### src/rtl/aes_pkg.sv
// rtl/aes_pkg.sv - shared constants and state type for the AES block loader
package aes_pkg;
    localparam int BLOCK_W         = 128;
    localparam int BYTE_W          = 8;
    localparam int BYTES_PER_BLOCK = 16;
    localparam logic [BYTE_W-1:0] PKCS_FULL_PAD = 8'h10;

    typedef enum logic {
        FILL = 1'b0,
        HOLD = 1'b1
    } state_t;
endpackage

### src/rtl/aes_pkcs7_pad.sv
// rtl/aes_pkcs7_pad.sv - fills bytes k..15 of a block with PKCS#7 pad or zeros
module aes_pkcs7_pad
    import aes_pkg::*;
#(
    parameter bit PAD_EN = 1'b1
) (
    input  logic [BLOCK_W-1:0] blk_in,
    input  logic [4:0]         k,
    output logic [BLOCK_W-1:0] blk_out
);

    logic [BYTE_W-1:0] fill_byte;

    assign fill_byte = PAD_EN ? {3'b000, 5'd16 - k} : 8'h00;

    // k == 16 leaves the block untouched since no index reaches it
    always_comb begin
        blk_out = blk_in;
        for (int i = 0; i < BYTES_PER_BLOCK; i++) begin
            if (5'(i) >= k) begin
                blk_out[BLOCK_W-1-BYTE_W*i -: BYTE_W] = fill_byte;
            end
        end
    end

endmodule

### src/rtl/aes_block_loader.sv
// rtl/aes_block_loader.sv - packs a byte stream into padded 128-bit blocks for AES encrypt
module aes_block_loader
    import aes_pkg::*;
#(
    parameter bit PAD_EN = 1'b1
) (
    input  logic                clk,
    input  logic                rst,
    input  logic [BYTE_W-1:0]   s_data,
    input  logic                s_valid,
    input  logic                s_last,
    output logic                s_ready,
    input  logic [BLOCK_W-1:0]  key,
    output logic [BLOCK_W-1:0]  m_block,
    output logic [BLOCK_W-1:0]  m_key,
    output logic                m_valid,
    output logic                m_last,
    input  logic                m_ready,
    output logic                busy
);

    state_t state, state_next;

    logic [3:0]         cnt;
    logic               first;
    logic               pend_extra;
    logic               ready_en;
    logic               xfer;
    logic               fin;
    logic               hs;
    logic [4:0]         k;
    logic [BLOCK_W-1:0] merged;
    logic [BLOCK_W-1:0] padded;

    // ready_en holds s_ready low for the first cycle after reset release
    assign s_ready = ready_en && (state == FILL);
    assign m_valid = (state == HOLD);
    assign xfer    = s_valid && s_ready;
    assign fin     = xfer && ((cnt == 4'd15) || s_last);
    assign hs      = m_valid && m_ready;
    assign k       = {1'b0, cnt} + 5'd1;

    always_comb begin
        merged = m_block;
        merged[BLOCK_W-1-BYTE_W*int'(cnt) -: BYTE_W] = s_data;
    end

    aes_pkcs7_pad #(
        .PAD_EN(PAD_EN)
    ) u_pad (
        .blk_in (merged),
        .k      (k),
        .blk_out(padded)
    );

    always_ff @(posedge clk or posedge rst) begin
        if (rst) begin
            state <= FILL;
        end else begin
            state <= state_next;
        end
    end

    always_comb begin
        state_next = state;
        case (state)
            FILL: if (fin) state_next = HOLD;
            HOLD: if (hs && !pend_extra) state_next = FILL;
            default: state_next = FILL;
        endcase
    end

    always_ff @(posedge clk or posedge rst) begin
        if (rst) begin
            m_block    <= '0;
            m_key      <= '0;
            m_last     <= 1'b0;
            busy       <= 1'b0;
            cnt        <= 4'd0;
            first      <= 1'b1;
            pend_extra <= 1'b0;
            ready_en   <= 1'b0;
        end else begin
            ready_en <= 1'b1;
            if (xfer) begin
                if (first) begin
                    m_key <= key;
                    busy  <= 1'b1;
                    first <= 1'b0;
                end
                if (fin) begin
                    m_block <= padded;
                    cnt     <= 4'd0;
                    // a full final block under PKCS#7 still owes one all-0x10 block
                    m_last     <= s_last && !((cnt == 4'd15) && PAD_EN);
                    pend_extra <= s_last && (cnt == 4'd15) && PAD_EN;
                end else begin
                    m_block <= merged;
                    cnt     <= cnt + 4'd1;
                end
            end
            if (hs) begin
                if (pend_extra) begin
                    m_block    <= {BYTES_PER_BLOCK{PKCS_FULL_PAD}};
                    m_last     <= 1'b1;
                    pend_extra <= 1'b0;
                end else if (m_last) begin
                    busy  <= 1'b0;
                    first <= 1'b1;
                end
            end
        end
    end

endmodule

### config.mk
export PLATFORM = sky130hd
export DESIGN_NAME = aes_block_loader
export DESIGN_NICKNAME = d
export VERILOG_FILES = /design/src/rtl/aes_pkg.sv /design/src/rtl/aes_pkcs7_pad.sv /design/src/rtl/aes_block_loader.sv
export SDC_FILE = /design/constraint.sdc
export NUM_CORES = 1
export LEC_CHECK = 0
export CAP_MARGIN = 20
export CORE_ASPECT_RATIO = 1.75
export CORE_MARGIN = 8
export CORE_UTILIZATION = 51
export CTS_BUF_LIST = sky130_fd_sc_hd__clkbuf_2 sky130_fd_sc_hd__clkbuf_4 sky130_fd_sc_hd__clkbuf_8
export DETAILED_ROUTE_END_ITERATION = 16
export PLACE_DENSITY = 0.95
export SYNTH_ARGS = -nofsm -noshare
export SYNTH_HDL_FRONTEND = slang
export SYNTH_SLANG_ARGS = --single-unit
### constraint.sdc
create_clock -name clk -period 16.4 [get_ports clk]
set_input_delay 2.46 -clock clk [delete_from_list [all_inputs] [get_ports clk]]
set_output_delay 2.46 -clock clk [all_outputs]
set_load 0.02 [all_outputs]
After elaboration in Yosys (flattened, before gate mapping). Index checks and enable logic that the tools add are counted. W data, S select, Z words.

Output and inout bits: 260. Register bits: 266.

Mux-type cells: 42. $add $sub $neg: 5. Shift operators: 2. Bitwise operators: 1. Magnitude comparators: 16. Eq/ne operators: 1. Reduce and logical (&&, ||, !) cells: 11.

Operator list (count): $mux W128 (4); $shift A8 B33 Y135 const A (1); $shiftx A8 B33 Y135 (1); $bwmux W128 (1); $mux W8 (16); $ge A4 B5 Y1 const A (8); $neg A8 Y33 (1); $ge A3 B5 Y1 const A (4); $mux W1 (19); $ge A1 B5 Y1 const A (2); $ge A2 B5 Y1 const A (2); $sub A7 B7 Y8 const A (1); $logic_and A1 B1 Y1 (7); $add A4 B1 Y5 const B (1); $sub A5 B5 Y5 const A (1); $add A4 B1 Y4 const B (1); $eq A4 B4 Y1 const B (1); $mux W4 (1); $logic_not A1 Y1 (2); $pmux W1 S2 (1); $reduce_and A2 Y1 (1); $logic_or A1 B1 Y1 (1); $not A1 Y1 (1).

Logic depth before layout (Yosys ltp). Gate-level depths: netlist (run 1).

Depth after elaboration: 9. Gate-level depth with buffers: 12.

Modules after synthesis. A second synthesis (run 1) with hierarchy kept.

Cells, all modules: 1429. Area, all modules: 15331.0 um^2.

By module, submodules not included: aes_block_loader (cells an instance 1178, area each 13681.9 um^2, seq. area each 6657.6 um^2, instances 1); aes_pkcs7_pad (cells an instance 251, area each 1649.1 um^2, seq. area each 0.0 um^2, instances 1).

Worst setup path after synthesis (run 1). OpenSTA, ideal clock, no wires.

Path type: input to register. From: in s_valid. To: reg m_block[25]. Data arrival time: 3.595 ns. Stages: 7. Setup slack: 12.661 ns. Buffers on the path: 2. Library setup time: 0.144 ns. Cell sequence: and3b_1 buf_4 nand4_1 clkbuf_1 nor2_1 a211oi_1 a211oi_1.

Longest elaborated chain between the ends: 6.

RTL lines: start: declaration (RTL line aes_block_loader.sv:10) `input logic s_valid,`; $logic_and A1 B1 Y1 (*) (RTL line aes_block_loader.sv:38) `assign xfer = s_valid && s_ready;`; $logic_and A1 B1 Y1 (RTL line aes_block_loader.sv:39) `assign fin = xfer && ((cnt == 4'd15) || s_last);`; $mux W128 (RTL line aes_block_loader.sv:91) `if (fin) begin`; $mux W128 (*) (RTL line aes_block_loader.sv:85) `if (xfer) begin`; $mux W128 (RTL line aes_block_loader.sv:103) `if (pend_extra) begin`; $mux W128 (*) (RTL line aes_block_loader.sv:102) `if (hs) begin`; end signal: assignment (RTL line aes_block_loader.sv:92) `m_block <= padded;`; end signal: assignment (RTL line aes_block_loader.sv:98) `m_block <= merged;`; end signal: assignment (RTL line aes_block_loader.sv:104) `m_block <= {BYTES_PER_BLOCK{PKCS_FULL_PAD}};`; end: declaration (RTL line aes_block_loader.sv:14) `output logic [BLOCK_W-1:0] m_block,`.

Every way passes the cells marked *; elsewhere a longest branch is shown, timed or not. A chain may end at the register's enable or synchronous reset.

Final worst setup path (run 1).
From: in s_valid. To: reg m_key[13].

Longest elaborated chain between the ends: 2.

RTL lines: $logic_and A1 B1 Y1 (RTL line aes_block_loader.sv:38); $reduce_and A2 Y1 (no line); end signal: assignment (RTL line aes_block_loader.sv:87) `m_key <= key;`; end: declaration (RTL line aes_block_loader.sv:15) `output logic [BLOCK_W-1:0] m_key,`.

Every way passes these cells.

==> flow_summary.yaml, run 1 <==
place:
  gp_congestion: 0.980
  io_buffers: 400
  place_area_sq_mm: 0.0163
  dp_hpwl_um: 34400
  post-place-ws_ns: 10.73
status:
  outcome: "complete, no violations"
worst_hold_path:
  hold_depth: 2
  hold_end: "first$_DFF_PP1_"
  min_from: "first$_DFF_PP1_"
  hp-class: "flop to flop"
worst_setup_path:
  endpoint_kind: "flop"
  ff2ff_setup_slack_ns: 12.95
  crit_chain: "clkdlybuf4s50_1, and3b_1, buf_4, and2_4, buf_4, mux2_2"
  r2r-end: "m_block[3]$_DFF_PP0_"
  critPathTopFamily: "buffers and inverters"
  cp.buffers_inverters: 3
  r2r_cells: 8
  crit_path_max_fanout: 85
  crit_required_ns: 16.82
  path_common_cell: "buf_4"
  startpoint_type: "primary input"
  critPathMaxStageDelay_ns: 0.92
  slowest_stage: "buf_4"
  worstReg2RegStart: "cnt[0]$_DFFE_PP0P_"
  cp.arrival_ns: 5.59
  path_class: "primary input to flop"
clocking:
  ctsHoldBuffers: 0
  cts_made_buffers: 39
  clk_pin_slew_ns: 0.07
  cts-root-buf: "clkbuf_8"
  cts.sinks: 266
  clk_latency_ns: 0.57
  h-tree-depth: 2
  cts_setup_buffers: 0
  cts_resized: 0
  cts.path.max_buffers: 3
  cts_tree: "built"
sta:
  fin_ws_ns: 11.23
  clock_skew_ns: 0.0369
  setup_viol: 0
  holdWs_ns: 0.481
  worst_slew_pin_slew_ns: 1.07
  fin_setup_tns_ns: 0
  hold_violations: 0
  maxSlewViolCount: 0
  slew_headroom_pct: 28.6
  rsz0062_at_grt: "no"
  fin_crit_sh_pct: 31.5
  fin_crit_ns: 5.17
  max_freq_mhz: 194
logic_synthesis:
  ys_async_sr_fraction_pct: 100
  netlist_instances: 1120
  synth_edf_count: 0
  synth_top_area_cell: "dfrtp_1"
  synth_seq_cells: 266
  syn_area_per_cell_sq_um: 10.9
  yosys_warnings: 0
  syn_area_sq_mm: 0.0122
  netlist-cell-type-count: 66
  synthesis.nets: 1269
  synth_common_cells: "dfrtp_1, mux2_2, nand2_1, nor2_1, a21oi_1"
  synth-seq-area-share_pct: 54.7
  synth.most_common_cell: "dfrtp_1"
  synth_top_flop_cell: "dfrtp_1"
  yosysTopAreaCellShare_pct: 54.5
  synth_top_cells_by_area: "dfrtp_1, mux2_2, a21oi_1, nand2_1, nor2_1"
flow_run:
  drv_cap: 0
global_route:
  globalRouteOverflowTotal: 0
  grt_first_pass_wirelength_um: 68900
  antenna_found_initial: 0
  grt_max_degree: 142
  grt_pass1_vias: 11400
  grt.total_usage_pct: 30.7
floorplan:
  start_util_pct: 51.2
  ios: 401
  die_area_sq_mm: 0.0292
  die_y_um: 220
  chipWidth_um: 133
  core_sq_mm: 0.0237
  rows: 75
layout:
  final_area_sq_mm: 0.0171
  multi_input_area_sq_mm: 0.00509
  drive_above_1_share_pct: 15.3
  nets: 1640
  syn_to_final_growth_pct: 40.7
  antenna_cells: 0
  register_area_sq_mm: 0.00666
  fill_cells: 1618
route:
  wl_met2_um: 22800
  routed.top_layer: "met4"
  vias_per_cell: 6.02
  drcViolationCount: 0
  wirelength_um: 46100
  drtAntennaViolNets: 0
  routedWlPerCell_um: 25.3
  drt_first_pass_iters: 5
  wl_met1_um: 15800
  dr.first_iter.drc_count: 1161
  vias: 11000
  dr_wl_met3_um: 4240
power:
  vdd_drop_max_mv: 0.118
  p_per_area_mw_per_mm2: 179
  leakagePower_nw: 7.16
==> power by group <==
part	switching (mW)	internal, mW
Combinational	0.736	0.667
Clock	0.262	0.314
Sequential	0.177	0.906
==> cells by family after synthesis <==
logic type	after synthesis	synth area share (%)
AO/OA/AOI/OAI	247	12.9
AND/OR/NAND/NOR	350	13.5
buffers and inverters	90	3.40
other	1	0.0308
XOR/XNOR	6	0.556
multiplexers	152	14.0
flip-flops	266	54.7
adder cells (fa/ha/maj)	8	0.823
==> worst max path at each step <==
stage,startpoint,endpoint,slack [ns],cells after the start
6_report,s_valid,m_key[13]$_DFFE_PP0P_,11.23,6
3_5_place_dp,s_valid,m_key[17]$_DFFE_PP0P_,10.73,6
3_3_place_gp,s_valid,m_key[98]$_DFFE_PP0P_,10.79,6
5_1_grt,s_valid,m_key[13]$_DFFE_PP0P_,11.13,6
4_1_cts,s_valid,m_key[17]$_DFFE_PP0P_,11.30,6
2_1_floorplan,rst,busy$_DFF_PP0_,6.62,1
==> tightest hold or removal path, delay by kind of cell (launching register included) <==
family,cells,cell delay [ns]
flip-flops,1,0.37
AND/OR/NAND/NOR,2,0.11
==> final cells by class <==
class | instances | area share (%)
timing repair buffer | 410 | 23.8
sequential | 266 | 38.9
multi-input combinational | 764 | 29.8
inverter | 10 | 0.263
clock buffer | 60 | 4.46
clock inverter | 9 | 0.483
tap | 308 | 2.25
==> metrics by stage <==
stage / power, mW / utilization [%] / instances
after floorplan: 1.73 / - / 1120
after global placement: 2.43 / 68.5 / 1758
after detailed placement: 2.49 / 68.5 / 1758
after CTS: 3.07 / 72.1 / 1827
after global routing: 3.19 / 72.1 / 1827
final: 3.06 / 72.1 / 1827
==> layout by cell type, fill, tap and decap left out, types with 13 or more instances in the layout <==
cell type          n
a211oi_1          36
a21oi_1           89
a31oi_1           13
and3_1            15
clkbuf_8          50
clkdlybuf4s50_1  400
dfrtp_1          265
mux2_2           134
mux2i_1           17
nand2_1          105
nand3_1           37
nor2_1           102
nor2b_1           14
nor3_1            25
o21ai_0           35
==> per-layer routing <==
layer | GRT usage, % | vias to the layer above
met1 | 32.9 | 5294
li1 | - | 4759
met5 | 0 | -
met2 | 52.8 | 748
met4 | 20.2 | 0
met3 | 8.05 | 204
==> state kept, by name, indices dropped and copies added (netlist names) <==
register	flops
busy	1
cnt	4
first	1
m_block	128
m_key	128
m_last	1
m_valid	1
pend_extra	1
ready_en	1
Note: power is estimated with default switching activity, not from simulation.
==> inputs of run 2 (changes only) <==
--- a/config.mk
+++ b/config.mk
@@ -8,10 +8,10 @@
 export CAP_MARGIN = 20
 export CORE_ASPECT_RATIO = 1.75
 export CORE_MARGIN = 8
-export CORE_UTILIZATION = 51
+export CORE_UTILIZATION = 48
 export CTS_BUF_LIST = sky130_fd_sc_hd__clkbuf_2 sky130_fd_sc_hd__clkbuf_4 sky130_fd_sc_hd__clkbuf_8
 export DETAILED_ROUTE_END_ITERATION = 16
-export PLACE_DENSITY = 0.95
+export PLACE_DENSITY = 0.93
 export SYNTH_ARGS = -nofsm -noshare
 export SYNTH_HDL_FRONTEND = slang
 export SYNTH_SLANG_ARGS = --single-unit
==> constraint.sdc (replaced) <==
create_clock -name clk -period 5.15 [get_ports clk]
set_input_delay 0.7725 -clock clk [delete_from_list [all_inputs] [get_ports clk]]
set_output_delay 0.7725 -clock clk [all_outputs]
set_load 0.02 [all_outputs]
==> run 2 against run 1 <==
Register-to-register slack worse by 11 ns. Die area up 5.6%. Routed wire length grew 1.6%. Sequential power grew to 3.2 times the previous value. Power grew to 3.2 times the previous value. Largest cell class unchanged. Worst setup slack lost 9.5 ns. Critical path type is now flop to flop. Sequential share of layout area is 0.15 points lower. Clock power rose to 3.1 times the previous value. Highest routed layer unchanged. Via count rose by 0.55%.
==> flow_summary.yaml, run 2 (same netlist as run 1, synthesis figures left out) <==
power:
  combPwrFrac_pct: 46.2
  vdd_drop_max_mv: 0.469
  p_per_area_mw_per_mm2: 565
  leakagePower_nw: 7.18
  seq_power_share_pct: 35.3
  p_switching_mw: 3.73
  p_int_mw: 5.97
  clock_power_share_pct: 18.6
  sw_frac_of_total_pct: 38.5
sta:
  worst_slew_pin_slew_ns: 1.03
  clock_skew_ns: 0.0430
  maxSlewViolCount: 0
  fin_crit_sh_pct: 66.0
  hold_violations: 0
  rsz0062_at_grt: "no"
  slew_headroom_pct: 31.4
  max_freq_mhz: 294
  setup_viol: 0
  fin_setup_tns_ns: 0
  fin_crit_ns: 3.40
layout:
  layout_common_cells: "clkdlybuf4s50_1, dfrtp_1, mux2_2"
  final_common_cell: "clkdlybuf4s50_1"
  final_area_sq_mm: 0.0172
  multi_input_area_sq_mm: 0.00509
  register_area_sq_mm: 0.00666
  nets: 1645
  syn_to_final_growth_pct: 41.2
  final_util_pct: 68.6
  fill_cells: 1760
  reg_top3: "m_block: 128 flops, m_key: 128 flops, cnt: 4 flops"
  drive_above_1_share_pct: 15.6
status:
  outcome: "complete, no violations"
global_route:
  grt_pass1_vias: 11400
  antenna_found_initial: 1
  grt_max_degree: 102
  globalRouteOverflowTotal: 0
  grt.total_usage_pct: 29.8
  grt_first_pass_wirelength_um: 69600
clocking:
  clk_latency_ns: 0.58
  cts_tree: "built"
  h-tree-depth: 2
  clk_pin_slew_ns: 0.07
  cts.sinks: 266
  cts.path.max_buffers: 3
  cts_setup_buffers: 0
  cts-root-buf: "clkbuf_8"
  cts_resized: 0
  ctsHoldBuffers: 0
  cts_made_buffers: 40
route:
  vias: 11100
  drt_first_pass_iters: 5
  wirelength_um: 46900
  drtAntennaViolNets: 0
  drcViolationCount: 0
  dr.first_iter.drc_count: 1152
  routedWlPerCell_um: 25.5
  vias_per_cell: 6.01
floorplan:
  start_util_pct: 48.5
  die_area_sq_mm: 0.0309
  ios: 401
  die_y_um: 227
  rows: 77
  core_sq_mm: 0.0250
  chipWidth_um: 136
worst_hold_path:
  hp-class: "flop to flop"
  min_from: "first$_DFF_PP1_"
worst_setup_path:
  critPathMaxStageDelay_ns: 0.59
  crit_chain: "buf_4, inv_1, ha_1, nor2b_1, nor3_1, a21oi_1, a211o_1, a21o_1"
  endpoint_kind: "flop"
  crit_required_ns: 5.60
  r2r-end: "m_block[28]$_DFF_PP0_"
  crit_path_max_fanout: 15
  worstSetupStartpoint: "cnt[0]$_DFFE_PP0P_"
  r2r_cells: 8
  slowest_stage: "dfrtp_1"
  path_class: "flop to flop"
  crit_path_end: "m_block[28]$_DFF_PP0_"
  cp.arrival_ns: 3.85
  worstReg2RegStart: "cnt[0]$_DFFE_PP0P_"
  startpoint_type: "flop"
  ff2ff_setup_slack_ns: 1.75
place:
  place_area_sq_mm: 0.0163
  io_buffers: 400
  gp_congestion: 1.04
  dp_hpwl_um: 34800
flow_run:
  drv_cap: 0
run 2: cell count changes in the layout (fill, tap and decap cells not counted), sizes merged:
| cell | before | now |
|---|---|---|
| buf | 10 | 14 |
| clkinv | 5 | 8 |
| bufinv | 1 | 0 |
| diode | 0 | 1 |
| inv | 11 | 10 |
run 2: worst min-delay path by stage:
stage                      end  depth (start not counted)
5_1_grt        first$_DFF_PP1_                          2
2_1_floorplan  first$_DFF_PP1_                          2
6_report       first$_DFF_PP1_                          2
4_1_cts        first$_DFF_PP1_                          2
3_5_place_dp   first$_DFF_PP1_                          2
3_3_place_gp   first$_DFF_PP1_                          2
run 2: critical path: cells and delay by family, from the launching register on:
kind                     cells  cell delay, ns
AO/OA/AOI/OAI                3            0.95
AND/OR/NAND/NOR              2            0.60
flip-flops                   1            0.59
adder cells (fa/ha/maj)      1            0.57
buffers and inverters        2            0.56
run 2: metal layers:
metal | part of all wire, % | track usage (%) | vias to the layer above
li1 | - | - | 4763
met1 | 33 | 31.7 | 5327
met2 | 51 | 51.6 | 759
met5 | 0 | 0 | -
met3 | 9.7 | 7.85 | 217
met4 | 6.4 | 18.0 | 0
run 2: power groups by stage:
stage | clock network [mW] | registers [mW] | logic [mW]
after detailed placement | 0 | 3.43 | 4.47
after global routing | 1.92 | 3.51 | 4.68
after CTS | 1.83 | 3.41 | 4.50
final | 1.80 | 3.42 | 4.48
after global placement | 0 | 3.37 | 4.38
after floorplan | 0 | 4.29 | 1.22
run 2: cell type report:
type,count,area share [%]
repair buffers,414,24.2
multi-input cells,764,29.7
clock buffers,60,4.44
clock inverters,10,0.350
inverters,10,0.240
flip-flops and latches,266,38.8
well taps,316,2.30
diodes,1,0.0146
run 2: metrics by stage:
| stage | hold WS (ns) | total power, mW | setup slack (ns) | instances |
|---|---|---|---|---|
| 6_report | 0.476 | 9.71 | 1.75 | 1841 |
| 5_1_grt | 0.501 | 10.1 | 1.59 | 1841 |
| 4_1_cts | 0.479 | 9.74 | 1.88 | 1840 |
| 3_5_place_dp | 0.470 | 7.91 | 1.62 | 1770 |
| 3_3_place_gp | 0.446 | 7.75 | 1.74 | 1770 |
| 2_1_floorplan | 0.436 | 5.51 | 0.867 | 1120 |
==> inputs of run 3 (changes only) <==
==> constraint.sdc (replaced) <==
create_clock -name clk -period 3.3 [get_ports clk]
set_input_delay 0.495 -clock clk [delete_from_list [all_inputs] [get_ports clk]]
set_output_delay 0.495 -clock clk [all_outputs]
set_load 0.02 [all_outputs]
==> run 3 against run 2 <==
Design area rose by 2.9%. Via count rose by 2.5%. Clock skew fell by 0.0043 ns. Worst setup slack got worse by 1.6 ns. Worst hold slack got worse by 0.18 ns. Combinational power rose by 59%. Routed wire length rose by 5.2%. Power rose by 63%. Non-clock buffer count rose by 36. Largest cell class unchanged. Highest routed layer unchanged.
==> flow_summary.yaml, run 3 (same netlist as run 1, synthesis figures left out) <==
status:
  outcome: "complete, no violations"
worst_setup_path:
  path_class: "flop to flop"
  crit_path_end: "m_block[10]$_DFF_PP0_"
  crit_path_max_fanout: 16
  crit_required_ns: 3.69
  r2r-end: "m_block[10]$_DFF_PP0_"
  worstReg2RegStart: "cnt[1]$_DFFE_PP0P_"
  worstSetupStartpoint: "cnt[1]$_DFFE_PP0P_"
  r2r_cells: 7
  ff2ff_setup_slack_ns: 0.17
  cp.arrival_ns: 3.52
  startpoint_type: "flop"
  endpoint_kind: "flop"
sta:
  maxSlewViolCount: 0
  worst_slew_pin_slew_ns: 1.08
  max_freq_mhz: 320
  clock_skew_ns: 0.0387
  fin_setup_tns_ns: 0
  fin_crit_ns: 3.13
  setup_viol: 0
  fin_crit_sh_pct: 94.8
  hold_violations: 0
  rsz0062_at_grt: "no"
  slew_headroom_pct: 28.1
  fin_ws_ns: 0.171
layout:
  layout_common_cells: "clkdlybuf4s50_1, dfrtp_1, mux2_2"
  nets: 1681
  final_common_cell: "clkdlybuf4s50_1"
  fill_cells: 1690
  drive_above_1_share_pct: 17.8
  syn_to_final_growth_pct: 45.4
  reg_top3: "m_block: 128 flops, m_key: 128 flops, cnt: 4 flops"
route:
  drt_first_pass_iters: 7
  routedWlPerCell_um: 26.2
  drcViolationCount: 0
  wirelength_um: 49300
  vias_per_cell: 6.02
  dr.first_iter.drc_count: 1042
  drtAntennaViolNets: 0
  vias: 11300
global_route:
  grtUsageMet3_pct: 8.36
  grt_pass1_vias: 11800
  grt.total_usage_pct: 31.2
  grt.busiest_layer: "met2"
  antenna_found_initial: 4
  grt_first_pass_wirelength_um: 72900
  gr-usage-met2_pct: 54.6
  grt_max_degree: 98
  grt_use_met1_pct: 32.2
  globalRouteOverflowTotal: 0
floorplan:
  chipWidth_um: 136
  die_area_sq_mm: 0.0309
  rows: 77
  ios: 401
  start_util_pct: 48.5
  core_sq_mm: 0.0250
  die_y_um: 227
clocking:
  cts.sinks: 266
  cts-root-buf: "clkbuf_8"
  cts_setup_buffers: 0
  cts.path.max_buffers: 3
  h-tree-depth: 2
  cts_tree: "built"
  cts_made_buffers: 40
  clk_latency_ns: 0.58
  clk_pin_slew_ns: 0.07
power:
  vdd_drop_max_mv: 0.714
  p_per_area_mw_per_mm2: 896
  leakagePower_nw: 7.45
worst_hold_path:
  hp-class: "primary input to async pin"
place:
  gp_congestion: 1.04
  dp_hpwl_um: 36500
  io_buffers: 400
  post-place-ws_ns: 0.169
flow_run:
  drv_cap: 0
[run 3: cell count changes in the layout (fill, tap and decap cells not counted), sizes merged]
cell,before,now
buf,14,50
bufinv,0,5
diode,1,4
clkinv,8,6
clkinvlp,2,4
inv,10,9
[run 3: metrics by stage]
| stage | total power, mW | cell area [sq um] | std cells | utilization, % | hold slack [ns] |
|---|---|---|---|---|---|
| after floorplan | 8.59 | 12200 | 1120 | - | 0.436 |
| after global placement | 12.2 | 16700 | 1806 | 66.5 | 0.449 |
| after detailed placement | 12.5 | 16700 | 1806 | 66.5 | 0.454 |
| after CTS | 15.9 | 17700 | 1880 | 70.5 | 0.288 |
| after global routing | 16.5 | 17700 | 1883 | 70.6 | 0.341 |
| final | 15.8 | 17700 | 1884 | 70.6 | 0.300 |
[run 3: critical path, stage by stage, from the launching register on]
cell and delay, ns:
dfrtp_1 0.65, inv_1 0.24, ha_1 0.46, or4b_1 0.71
o211ai_1 0.42, a21oi_1 0.21, o22ai_1 0.19, nor2_1 0.05
[run 3: layout make-up]
type	count	area, sq um	area share [%]
timing repair buffer	450	4480	25.3
inverter	10	41.3	0.234
tap	316	395	2.24
antenna	4	10.0	0.0566
clock inverter	14	203	1.15
clock buffer	60	795	4.49
sequential	266	6660	37.7
multi-input combinational	764	5100	28.8
[run 3: where the power goes]
group	switching, mW	internal, mW
clock network	1.38	1.94
registers	0.868	4.50
logic	3.72	3.41
[run 3: worst min-delay path by stage]
| stage | cells after the start | to | start |
|---|---|---|---|
| 2_1_floorplan | 2 | first$_DFF_PP1_ | first$_DFF_PP1_ |
| 3_3_place_gp | 2 | first$_DFF_PP1_ | first$_DFF_PP1_ |
| 3_5_place_dp | 2 | first$_DFF_PP1_ | first$_DFF_PP1_ |
| 4_1_cts | 2 | m_block[121]$_DFF_PP0_ | rst |
| 5_1_grt | 2 | m_block[121]$_DFF_PP0_ | rst |
| 6_report | 2 | m_block[89]$_DFF_PP0_ | rst |
[run 3: routing by layer]
metal / vias up / wire, um
li1: 4845 / -
met1: 5480 / 16200
met2: 777 / 25200
met3: 244 / 4590
met4: 0 / 3370
met5: - / 0
[run 3: repair_timing]
item,4_1_cts,5_1_grt
endpoints found under the setup margin,0,1
hold buffers,0,0
resized for setup,0,1
